**src/rtl/pfs_pkg.sv**
```systemverilog
// Shared types for the pixel frame sequencer: FSM states, side-band tags and the FIFO pixel payload.
package pfs_pkg;

    localparam int unsigned PIX_W = 8;

    typedef enum logic [1:0] {
        IDLE,
        RUN,
        DRAIN,
        DONE
    } state_t;

    typedef struct packed {
        logic sof;
        logic eol;
        logic eof;
    } tag_t;

    typedef struct packed {
        logic [PIX_W-1:0] r;
        logic [PIX_W-1:0] g;
        logic [PIX_W-1:0] b;
        tag_t             tag;
    } pixel_t;

    // Counter/pointer width that never collapses to zero bits.
    function automatic int unsigned clog2_min1(input int unsigned v);
        return (v > 1) ? $clog2(v) : 1;
    endfunction

endpackage

```
**src/rtl/pfs_out_fifo.sv**
```systemverilog
// Synchronous first-word-fall-through FIFO of pixel_t; DEPTH must be a power of two >= 2.
module pfs_out_fifo
    import pfs_pkg::*;
#(
    parameter  int unsigned DEPTH = 4,
    localparam int unsigned PW    = clog2_min1(DEPTH),
    localparam int unsigned CNTW  = PW + 1
) (
    input  logic            clk,
    input  logic            rst,
    input  logic            push,
    input  pixel_t          din,
    input  logic            pop,
    output pixel_t          head_c,
    output logic            empty_c,
    output logic [CNTW-1:0] count
);

    pixel_t          mem_q [DEPTH];
    logic [PW-1:0]   wr_ptr_q, wr_ptr_d;
    logic [PW-1:0]   rd_ptr_q, rd_ptr_d;
    logic [CNTW-1:0] count_q, count_d;
    logic            full_c;

    always_comb begin
        wr_ptr_d = wr_ptr_q + PW'(push);
        rd_ptr_d = rd_ptr_q + PW'(pop);
        count_d  = count_q + CNTW'(push) - CNTW'(pop);
    end

    always_ff @(posedge clk) begin
        if (rst) begin
            wr_ptr_q <= '0;
            rd_ptr_q <= '0;
            count_q  <= '0;
        end else begin
            wr_ptr_q <= wr_ptr_d;
            rd_ptr_q <= rd_ptr_d;
            count_q  <= count_d;
        end
    end

    // Storage needs no reset; the head is qualified by empty_c.
    always_ff @(posedge clk) begin
        if (push) begin
            mem_q[wr_ptr_q] <= din;
        end
    end

    assign head_c  = mem_q[rd_ptr_q];
    assign empty_c = (count_q == '0);
    assign full_c  = (count_q == CNTW'(DEPTH));
    assign count   = count_q;

    // Credit logic upstream must make these unreachable.
    a_no_overflow:  assert property (@(posedge clk) disable iff (rst) !(push && full_c && !pop));
    a_no_underflow: assert property (@(posedge clk) disable iff (rst) !(pop && empty_c));

endmodule

```
**src/rtl/pixel_frame_sequencer.sv**
```systemverilog
// Scans one IMG_W x IMG_H frame from pixel memory through the converter into a valid/ready stream.
// Optional running output checksum when PFS_CHECKSUM_EN is defined.
module pixel_frame_sequencer
    import pfs_pkg::*;
#(
    parameter  int unsigned IMG_W      = 256,
    parameter  int unsigned IMG_H      = 256,
    parameter  int unsigned CONV_LAT   = 1,
    parameter  int unsigned FIFO_DEPTH = 4,
    localparam int unsigned AW         = clog2_min1(IMG_W * IMG_H)
) (
    input  logic          clk,
    input  logic          rst,
    input  logic          start,
    output logic          busy,
    output logic          done,
    output logic          mem_rd_en,
    output logic [AW-1:0] mem_addr,
    input  logic [7:0]    mem_rdata,
    output logic [7:0]    conv_pixel,
    output logic          conv_valid,
    input  logic [7:0]    conv_r,
    input  logic [7:0]    conv_g,
    input  logic [7:0]    conv_b,
    output logic          out_valid,
    input  logic          out_ready,
    output logic [7:0]    out_r,
    output logic [7:0]    out_g,
    output logic [7:0]    out_b,
    output logic          out_sof,
    output logic          out_eol,
    output logic          out_eof
`ifdef PFS_CHECKSUM_EN
    ,
    output logic [15:0]   checksum
`endif
);

    localparam int unsigned NPIX = IMG_W * IMG_H;
    localparam int unsigned XW   = clog2_min1(IMG_W);
    localparam int unsigned PL   = CONV_LAT + 1;
    localparam int unsigned TW   = $bits(tag_t);
    localparam int unsigned FCW  = clog2_min1(FIFO_DEPTH) + 1;
    localparam int unsigned CW   = clog2_min1(FIFO_DEPTH + PL + 1) + 1;

    state_t          state_q, state_d;
    logic [AW-1:0]   addr_q, addr_d;
    logic [XW-1:0]   x_q, x_d;
    logic            rd_en_q, rd_en_d;
    logic            busy_q, busy_d;
    logic            done_q, done_d;
    logic [PL-1:0]   vld_q, vld_d;
    tag_t [PL-1:0]   tag_q, tag_d;
    logic [CW-1:0]   in_flight_q, in_flight_d;
    logic [CW-1:0]   fifo_count_nx;

    tag_t            issue_tag;
    pixel_t          push_pix, head_pix, out_pix;
    logic            push, pop, fifo_empty;
    logic [FCW-1:0]  fifo_count;

    // Tags for the pixel addressed this cycle; only meaningful when a read issues.
    always_comb begin
        issue_tag.sof = (addr_q == '0);
        issue_tag.eol = (x_q == XW'(IMG_W - 1));
        issue_tag.eof = (addr_q == AW'(NPIX - 1));
    end

    always_comb begin
        push_pix.r   = conv_r;
        push_pix.g   = conv_g;
        push_pix.b   = conv_b;
        push_pix.tag = tag_q[PL-1];
    end

    assign push          = vld_q[PL-1];
    assign pop           = !fifo_empty && out_ready;
    assign fifo_count_nx = CW'(fifo_count) + CW'(push) - CW'(pop);

    always_comb begin
        state_d     = state_q;
        addr_d      = addr_q;
        x_d         = x_q;
        vld_d       = PL'({vld_q, rd_en_q});
        tag_d       = (PL * TW)'({tag_q, issue_tag});
        in_flight_d = in_flight_q + CW'(rd_en_q) - CW'(push);

        unique case (state_q)
            IDLE: begin
                if (start) begin
                    state_d     = RUN;
                    addr_d      = '0;
                    x_d         = '0;
                    in_flight_d = '0;
                end
            end
            RUN: begin
                if (rd_en_q) begin
                    addr_d = addr_q + AW'(1);
                    x_d    = (x_q == XW'(IMG_W - 1)) ? '0 : x_q + XW'(1);
                    if (issue_tag.eof) begin
                        state_d = DRAIN;
                    end
                end
            end
            DRAIN: begin
                // Look at next-cycle occupancy so done follows the last handshake directly.
                if (in_flight_d == '0 && fifo_count_nx == '0) begin
                    state_d = DONE;
                end
            end
            DONE: begin
                state_d = IDLE;
            end
            default: begin
                state_d = IDLE;
            end
        endcase

        // A read may issue only if the FIFO can hold it plus everything already in flight.
        rd_en_d = (state_d == RUN) && ((in_flight_d + fifo_count_nx) < CW'(FIFO_DEPTH));
        busy_d  = (state_d == RUN) || (state_d == DRAIN);
        done_d  = (state_d == DONE);
    end

    always_ff @(posedge clk) begin
        if (rst) begin
            state_q     <= IDLE;
            addr_q      <= '0;
            x_q         <= '0;
            rd_en_q     <= 1'b0;
            busy_q      <= 1'b0;
            done_q      <= 1'b0;
            vld_q       <= '0;
            tag_q       <= '0;
            in_flight_q <= '0;
        end else begin
            state_q     <= state_d;
            addr_q      <= addr_d;
            x_q         <= x_d;
            rd_en_q     <= rd_en_d;
            busy_q      <= busy_d;
            done_q      <= done_d;
            vld_q       <= vld_d;
            tag_q       <= tag_d;
            in_flight_q <= in_flight_d;
        end
    end

    pfs_out_fifo #(
        .DEPTH (FIFO_DEPTH)
    ) u_fifo (
        .clk     (clk),
        .rst     (rst),
        .push    (push),
        .din     (push_pix),
        .pop     (pop),
        .head_c  (head_pix),
        .empty_c (fifo_empty),
        .count   (fifo_count)
    );

    a_in_flight_bound: assert property (@(posedge clk) disable iff (rst) in_flight_q <= CW'(PL));

    assign out_pix    = fifo_empty ? '0 : head_pix;
    assign out_valid  = !fifo_empty;
    assign out_r      = out_pix.r;
    assign out_g      = out_pix.g;
    assign out_b      = out_pix.b;
    assign out_sof    = out_pix.tag.sof;
    assign out_eol    = out_pix.tag.eol;
    assign out_eof    = out_pix.tag.eof;

    assign busy       = busy_q;
    assign done       = done_q;
    assign mem_rd_en  = rd_en_q;
    assign mem_addr   = addr_q;
    assign conv_valid = vld_q[0];
    assign conv_pixel = vld_q[0] ? mem_rdata : 8'h00;

`ifdef PFS_CHECKSUM_EN
    logic [15:0] csum_q, csum_d;

    always_comb begin
        csum_d = csum_q;
        if (state_q == IDLE && start) begin
            csum_d = '0;
        end else if (pop) begin
            csum_d = csum_q + 16'(out_r) + 16'(out_g) + 16'(out_b);
        end
    end

    always_ff @(posedge clk) begin
        if (rst) begin
            csum_q <= '0;
        end else begin
            csum_q <= csum_d;
        end
    end

    assign checksum = csum_q;
`endif

endmodule

```
**config.mk**
```make
export PLATFORM = sky130hd
export DESIGN_NAME = pixel_frame_sequencer
export DESIGN_NICKNAME = d
export VERILOG_FILES = /design/src/rtl/pfs_pkg.sv /design/src/rtl/pfs_out_fifo.sv /design/src/rtl/pixel_frame_sequencer.sv
export SDC_FILE = /design/constraint.sdc
export NUM_CORES = 1
export LEC_CHECK = 0
export BUFFER_PORTS_ARGS = -buffer_cell sky130_fd_sc_hd__buf_2
export CELL_PAD_IN_SITES_DETAIL_PLACEMENT = 1
export CELL_PAD_IN_SITES_GLOBAL_PLACEMENT = 1
export CORE_MARGIN = 2
export CORE_UTILIZATION = 47
export DETAILED_ROUTE_END_ITERATION = 16
export MAX_ROUTING_LAYER = met4
export PLACE_DENSITY_LB_ADDON = 0.1
export SLEW_MARGIN = 0
export SYNTH_ARGS = -nofsm -noshare
export SYNTH_HDL_FRONTEND = slang
export SYNTH_HIERARCHICAL = 1
export SYNTH_SLANG_ARGS = --single-unit
```
**constraint.sdc**
```tcl
create_clock -name clk -period 5.06 [get_ports clk]
set_clock_uncertainty 0.15 [all_clocks]
set_input_delay 1.012 -clock clk [delete_from_list [all_inputs] [get_ports clk]]
set_output_delay 1.012 -clock clk [all_outputs]
set_load 0.01 [all_outputs]
```
==> impl_results.md, run 1 <==
* Outcome: complete, no violations
* Synth cell count leaders: edfxtp_1, dfxtp_1, nor2b_1
* Number of port buffers at between 90 and 100
* Worst IR drop on VDD at 268.2 uV
* Slew @ Worst Pin at 1156 ps
* Synthesized cell area at 0.006623 mm^2
* Overall Global Routing Usage at 0.2008
* Final HPWL DP at 8.612 mm
* Initial Util at 0.4790
* Top Ports at between 90 and 100
* Routed vias/inst at roughly 5.3
* Clock Tree Buf Depth at 2
* Post-Synthesis Cells at around 450
* Cts repair resizes at 0
* End of the worst hold path: push_pix[1]$_SDFF_PP0_
* Clk_lat worst skew at 420 ps
* Share of layout cells above drive strength 1 at 0.2695
* Initial antenna violation count at 1
* Final cell count without fillers at ~750
* Min Tclk post-route at between 4000 and 5000 ps
* Chip height at roughly 120 um
* Routed WL per cell at roughly 18 um
* Dominant cell type by area after synthesis: edfxtp_1
* Placed cells at 713
* R2r worst-path depth at 17
* CP Data Arrival Time at roughly 4600 ps
* CP max stage cell: or4_1
* GPL Wtd Cong at 0.7855
* Most numerous cell in the Yosys netlist: edfxtp_1
* Final Cycle Share at 0.8723
* Worst hold path type: flop to flop
* Leak at between 2 and 3 nW
* Share of flip-flops with an asynchronous set or reset at 0
* Max Slew Vio Count at 0
* Hold Buf Count CTS at 0
* TritonCTS clock tree: done
* Setup ws final at roughly 650 ps
* Die X at around 120 um
* CTS sink count at between 150 and 200
* Post-Syn Nets at a little over 500
* Vias in the first global route at ~4.2k
* Max Cap Violations at 0
* Critical Path, Cell by Cell: buf_2 > nor2b_1 > ha_1 > inv_1 > ha_1 > inv_1 > fa_1 > inv_1 > or4_1 > nor3_1 > a31oi_1 > nor3_1 > ha_1 > nand2b_1 > or4b_1 > nor3b_2 > a211o_1
* Synth Flop Type: edfxtp_1
* Worst slew margin at 0.2225
* Vias at about 4.0k
* Power Dens Cells at between 400 and 500 mW/mm^2
* Yosys cell types at 47
* Routed Antenna Nets at 0
* Filler instances at around 1.4k
* Dpl ws at 201.0 ps
* Sequential share of the synthesized area at 0.6348
* WS Path Type: input port to flop
* Largest net degree at the start of global routing at 29
* Final layout net count at 610
* CP max FO at 3
* Yosys warning count at 6
* Util after Layout at 0.5677
* Largest cells by area after synthesis: edfxtp_1, dfxtp_1, mux4_2
* DR pass1 iterations at 4
* Synth top area share at 0.4897
* Placed Area at roughly 0.0072 mm^2
* First-pass GRT wire length at roughly 22 mm
* Total congestion overflow at 0
* Final Instance Area at 0.007850 mm^2
* Max frequency at 226.6 MHz
* Startpoint Class: input port
* RR Startpoint: u_fifo/count[1]$_SDFF_PP0_
* CP peak stage delay at between 500 and 600 ps
* Area growth syn-to-layout at 18.53%
* Synth Area per Inst at between 10 and 15 um^2
* Final hold violations at 0
* Hold WS at about 290 ps
* Post-CTS Setup Bufs at 0
* Post-synth EDFFs at approximately 110
* Die area at 0.01506 mm^2
* Core Area at roughly 0.014 mm^2
* Total power at about 3.6 mW
* CTS H-tree depth at 4
* DR DRC count at 0
* TritonCTS Buffers at 17
* Hold wc startpoint: tag_d[4]$_SDFF_PP0_
* Placement row count at 43
* CP Capture Type: flop
* Flops & latches, synth at 156
* Setup_tns at 0 ps
* Worst reg2reg endpoint: mem_rd_en$_SDFF_PP0_
* Data required, critical path at 5270 ps
* Reg clk slew, reported paths at about 60 ps
* RSZ-0062 raised after global routing: false
* Final wirelength at 13.49 mm
* Clock root cell: clkbuf_16
* Hold Crit Depth at 1
* 1st-iter DRT viols at about 180
* Setup violations, final at 0
* Reg-to-reg slack, setup at around 690 ps
## sequential cells by signal, indices dropped and copies added (netlist names), 3 cells and up
name          cells
in_flight_q       4
mem_addr         16
push_pix          3
tag_d             3
u_fifo/count      3
u_fifo/mem_q    108
x_q               8
## critical path: cells and delay by family
kind,cells,cell delay (ps)
buf+inv,4,250
simple gates,7,1980
fa+ha+maj,4,1140
compound gates,2,240
## placed cells by master, fill, tap and decap left out, types with 2 or more instances in the layout
| master | n |
|---|---|
| bufinv_16 | 4 |
| nor3_1 | 8 |
| dfxtp_1 | 47 |
| and3_1 | 4 |
| xnor2_1 | 9 |
| mux4_2 | 20 |
| ha_1 | 19 |
| or2_2 | 2 |
| buf_4 | 5 |
| nor2b_1 | 39 |
| nand3_1 | 12 |
| or4b_1 | 2 |
| clkbuf_1 | 2 |
| fa_1 | 3 |
| nor3b_2 | 3 |
| and2_1 | 9 |
| nor3b_1 | 2 |
| clkinv_1 | 2 |
| nor4_1 | 7 |
| nand2b_1 | 3 |
| nor2_1 | 36 |
| buf_2 | 91 |
| mux4_1 | 7 |
| clkinvlp_4 | 4 |
| inv_1 | 25 |
| nand2_1 | 14 |
| clkbuf_16 | 17 |
| xor2_1 | 17 |
| edfxtp_1 | 108 |
| and4_1 | 5 |
| a21oi_1 | 8 |
| nand4_1 | 8 |
## worst max path at each step
| stage | endpoint | slack, ps | depth (start not counted) | startpoint |
|---|---|---|---|---|
| 2_1_floorplan | mem_rd_en$_SDFF_PP0_ | 650 | 16 | out_ready |
| 6_report | mem_rd_en$_SDFF_PP0_ | 650 | 17 | out_ready |
| 5_1_grt | mem_rd_en$_SDFF_PP0_ | 300 | 17 | u_fifo/count[1]$_SDFF_PP0_ |
| 3_3_place_gp | mem_rd_en$_SDFF_PP0_ | 300 | 17 | out_ready |
| 4_1_cts | mem_rd_en$_SDFF_PP0_ | 630 | 17 | out_ready |
| 3_5_place_dp | mem_rd_en$_SDFF_PP0_ | 200 | 17 | out_ready |
## layout make-up
class / instances / area [um^2] / share of cell area
well taps: 180 / 225.2 / 0.02869
inverters: 25 / 93.84 / 0.01195
multi-input cells: 256 / 2226 / 0.2836
repair buffers: 96 / 493.0 / 0.06280
diodes: 1 / 2.502 / 0.0003188
clock inverters: 12 / 171.4 / 0.02184
flip-flops and latches: 156 / 4205 / 0.5357
clock buffers: 19 / 432.9 / 0.05515
## cell families after synthesis
family / Yosys count / synth area share
AOI/OAI and AO/OA: 16 / 0.01493
xor gates and xnor gates: 27 / 0.03779
adders and majority gates: 22 / 0.04497
buffers and inverters: 42 / 0.03174
DFF: 156 / 0.6348
muxes: 28 / 0.09730
and+or+nand+nor: 163 / 0.1385
## power by group
part	total, mW	internal, mW	switching, mW
sequential	1.49	1.40	0.0953
clock	1.30	0.819	0.481
combinational	0.803	0.399	0.404
total	3.60	2.62	0.980
## per-layer routing
| layer | up-vias | routed length [um] | GRT usage |
|---|---|---|---|
| li1 | 1867 | - | - |
| met1 | 1993 | 5594 | 0.2330 |
| met4 | 0 | 195 | 0.06897 |
| met5 | - | 0 | - |
| met3 | 21 | 631 | 0.06041 |
| met2 | 86 | 7064 | 0.3325 |
No activity file was read; power rests on OpenSTA's default activity.
==> run 2, diff against run 1 <==
ABC_AREA = 1   (was unset)
CORE_UTILIZATION = 45   (was 47)
==> impl_results.md, run 2 <==
* CP max FO at roughly 110
* Synth Area in Compound Gates at 0.1098
* Max Slew Vio Count at 0
* Power Dens Cells at approximately 440 mW/mm^2
* Final hold violations at 0
* Most frequent cells in the layout: inv_1, nand2_1, edfxtp_1
* Max frequency at 292.1 MHz
* Post-synth EDFFs at ~110
* Yosys warning count at 6
* Total power at 3.659 mW
* ANT cells at 0
* Data required, critical path at ~3900 ps
* Final HPWL DP at 10.54 mm
* CTS sink count at roughly 160
* Vias at between 5k and 6k
* Synth cell count leaders: inv_1, nand2_1, edfxtp_1
* Total congestion overflow at 0
* Logic gate share of total power at 0.253
* Clock Tree Buf Depth at 2
* Final wirelength at roughly 16 mm
* Initial Util at 0.4564
* Multiplexer share of the synthesized area at 0
* Number of port buffers at 91
* Routed Antenna Nets at 0
* Switching Fraction at 0.3363
* Synth top area share at 0.4523
* Adder-Cell Fraction of Synth Area at 0.04153
* Worst slew margin at 0.2377
* Cts repair resizes at 0
* Vias in the first global route at roughly 5.4k
* Most flops, register: u_fifo/mem_q
* Sequential share of the synthesized area at 0.5863
* Share of flip-flops with an asynchronous set or reset at 0
* Chip height at 130.2 um
* 1st-iter DRT viols at 220
* Clk_lat worst skew at 420 ps
* Most numerous cell in the Yosys netlist: inv_1
* WS Path Type: flop to primary output
* Worst path bufs/invs at 2
* Seq pwr share at 0.426
* Final cell count without fillers at 1059
* Placed Area at ~0.0078 mm^2
* Setup_tns at 0 ps
* CTS H-tree depth at 4
* Simple-Gate Fraction of Synth Area at 0.1506
* Critical Path, Cell by Cell: a21oi_1 > o21ai_0 > nand2_1 > inv_1 > nor2_1 > buf_2
* Routed vias/inst at 4.880
* TritonCTS Buffers at 17
* Slew @ Worst Pin at ~1100 ps
* Area growth syn-to-layout at 16.52%
* Min Tclk post-route at about 3400 ps
* Final Instance Area at between 0.008 and 0.009 mm^2
* Die area at around 0.017 mm^2
* Startpoint Class: flop
* Placed cells at 1027
* Initial antenna violation count at 0
* Largest net degree at the start of global routing at 110
* P_int at 2.428 mW
* Most common cell after layout, fill and taps aside: inv_1
* Outcome: complete, no violations
* RSZ-0062 raised after global routing: false
* DR DRC count at 0
* Overall Global Routing Usage at 0.2042
* Clock root cell: clkbuf_16
* TritonCTS clock tree: done
* Placement row count at 46
* Largest family of logic cells by synthesized area: simple AND/OR/NAND/NOR gates
* Worst IR drop on VDD at approximately 260 uV
* Core Area at about 0.016 mm^2
* Final Cycle Share at 0.6767
* Hold Buf Count CTS at 0
* Flops & latches, synth at ~160
* Synth Area in XOR/XNOR at 0.006107
* Top Ports at between 90 and 100
* CP delay by family, top: flip-flops
* GPL Wtd Cong at approximately 0.74
* Post-Synthesis Cells at about 740
* Largest register FFs at approximately 110
* CP max stage cell: dfxtp_4
* CP Data Arrival Time at between 2000 and 2500 ps
* Max Cap Violations at 0
* Clock Power Share at 0.321
* Synth Flop Type: edfxtp_1
* Worst hold path type: flop to flop
* Post-Syn Nets at roughly 800
* CP Capture Type: primary output
* Largest cells by area after synthesis: edfxtp_1, dfxtp_1, inv_1
* Die X at roughly 130 um
* Dominant cell type by area after synthesis: edfxtp_1
* Post-CTS Setup Bufs at 0
* Reg clk slew, reported paths at about 60 ps
* CP peak stage delay at about 1100 ps
* First-pass GRT wire length at roughly 26 mm
* Setup violations, final at 0
* Final layout net count at between 800 and 900
* Synthesized cell area at 0.007171 mm^2
* DR pass1 iterations at 4
* Synth Area per Inst at 9.703 um^2
* Util after Layout at 0.5318
* Share of layout cells above drive strength 1 at 0.2040
* Leak at ~3.6 nW
* Routed WL per cell at roughly 15 um
* P_sw at 1.230 mW
* Yosys cell types at 38
## run 2: cell types whose count changed after synthesis, moves of 14 or more
| cell | delta |
|---|---|
| inv_1 | +129 |
| nand2_1 | +100 |
| a21oi_1 | +44 |
| nor2_1 | +41 |
| nor2b_1 | -39 |
| o21ai_0 | +35 |
| mux4_2 | -20 |
| o211ai_2 | +20 |
| xor2_1 | -16 |
| nand3_1 | +14 |
## run 2: cell families after synthesis
kind of cell / Yosys count
AOI/OAI and AO/OA: 121
xor gates and xnor gates: 5
DFF: 156
and+or+nand+nor: 252
buffers and inverters: 183
adders and majority gates: 22
## run 2: through the flow
stage / setup slack, ps / hold slack [ps]
2_1_floorplan: 1664 / 238.3
3_3_place_gp: 1553 / 260.6
3_5_place_dp: 1424 / 265.0
4_1_cts: 1636 / 283.6
5_1_grt: 1380 / 293.9
6_report: 1636 / 276.7
## run 2: worst reg2reg max path, delay by kind of cell, from the launching register on
family	cells	cell delay, ps
DFF	1	490
xor gates and xnor gates	1	190
and+or+nand+nor	9	900
buffers and inverters	6	360
adders and majority gates	4	1140
## run 2: path summary, 6_finish.rpt
kind                                 start                endpoint  slack (ps)  depth (start not counted)
max          u_fifo/rd_ptr_q[0]$_SDFF_PP0_                out_g[0]        1640                          6
min                    tag_d[5]$_SDFF_PP0_  push_pix[2]$_SDFF_PP0_         280                          2
max reg2reg     u_fifo/count[1]$_SDFF_PP0_    mem_rd_en$_SDFF_PP0_        1780                         20
min reg2reg            tag_d[5]$_SDFF_PP0_  push_pix[2]$_SDFF_PP0_         280                          2
## run 2: per-layer routing
layer | wire length, um | global-route usage | vias to the layer above
li1 | - | - | 2577
met3 | 393 | 0.04059 | 17
met1 | 6706 | 0.2264 | 2512
met2 | 8379 | 0.3640 | 62
met5 | 0 | - | -
met4 | 243 | 0.07590 | 0
## run 2: power by group through the flow
| stage | Clock [mW] | Combinational (mW) | Sequential (mW) |
|---|---|---|---|
| 2_1_floorplan | 0 | 0.791 | 1.45 |
| 6_report | 1.18 | 0.925 | 1.56 |
| 3_5_place_dp | 0 | 0.936 | 1.59 |
| 4_1_cts | 1.20 | 0.948 | 1.56 |
| 3_3_place_gp | 0 | 0.885 | 1.58 |
| 5_1_grt | 1.24 | 1.06 | 1.58 |
## run 2: layout make-up
cell class / instances / area [um^2]
clock buffers: 17 / 425.4
clock inverters: 15 / 126.4
fillers: 1816 / 7357
inverters: 158 / 593.1
multi-input cells: 400 / 2231
flip-flops and latches: 156 / 4209
well taps: 216 / 270.3
repair buffers: 97 / 500.5
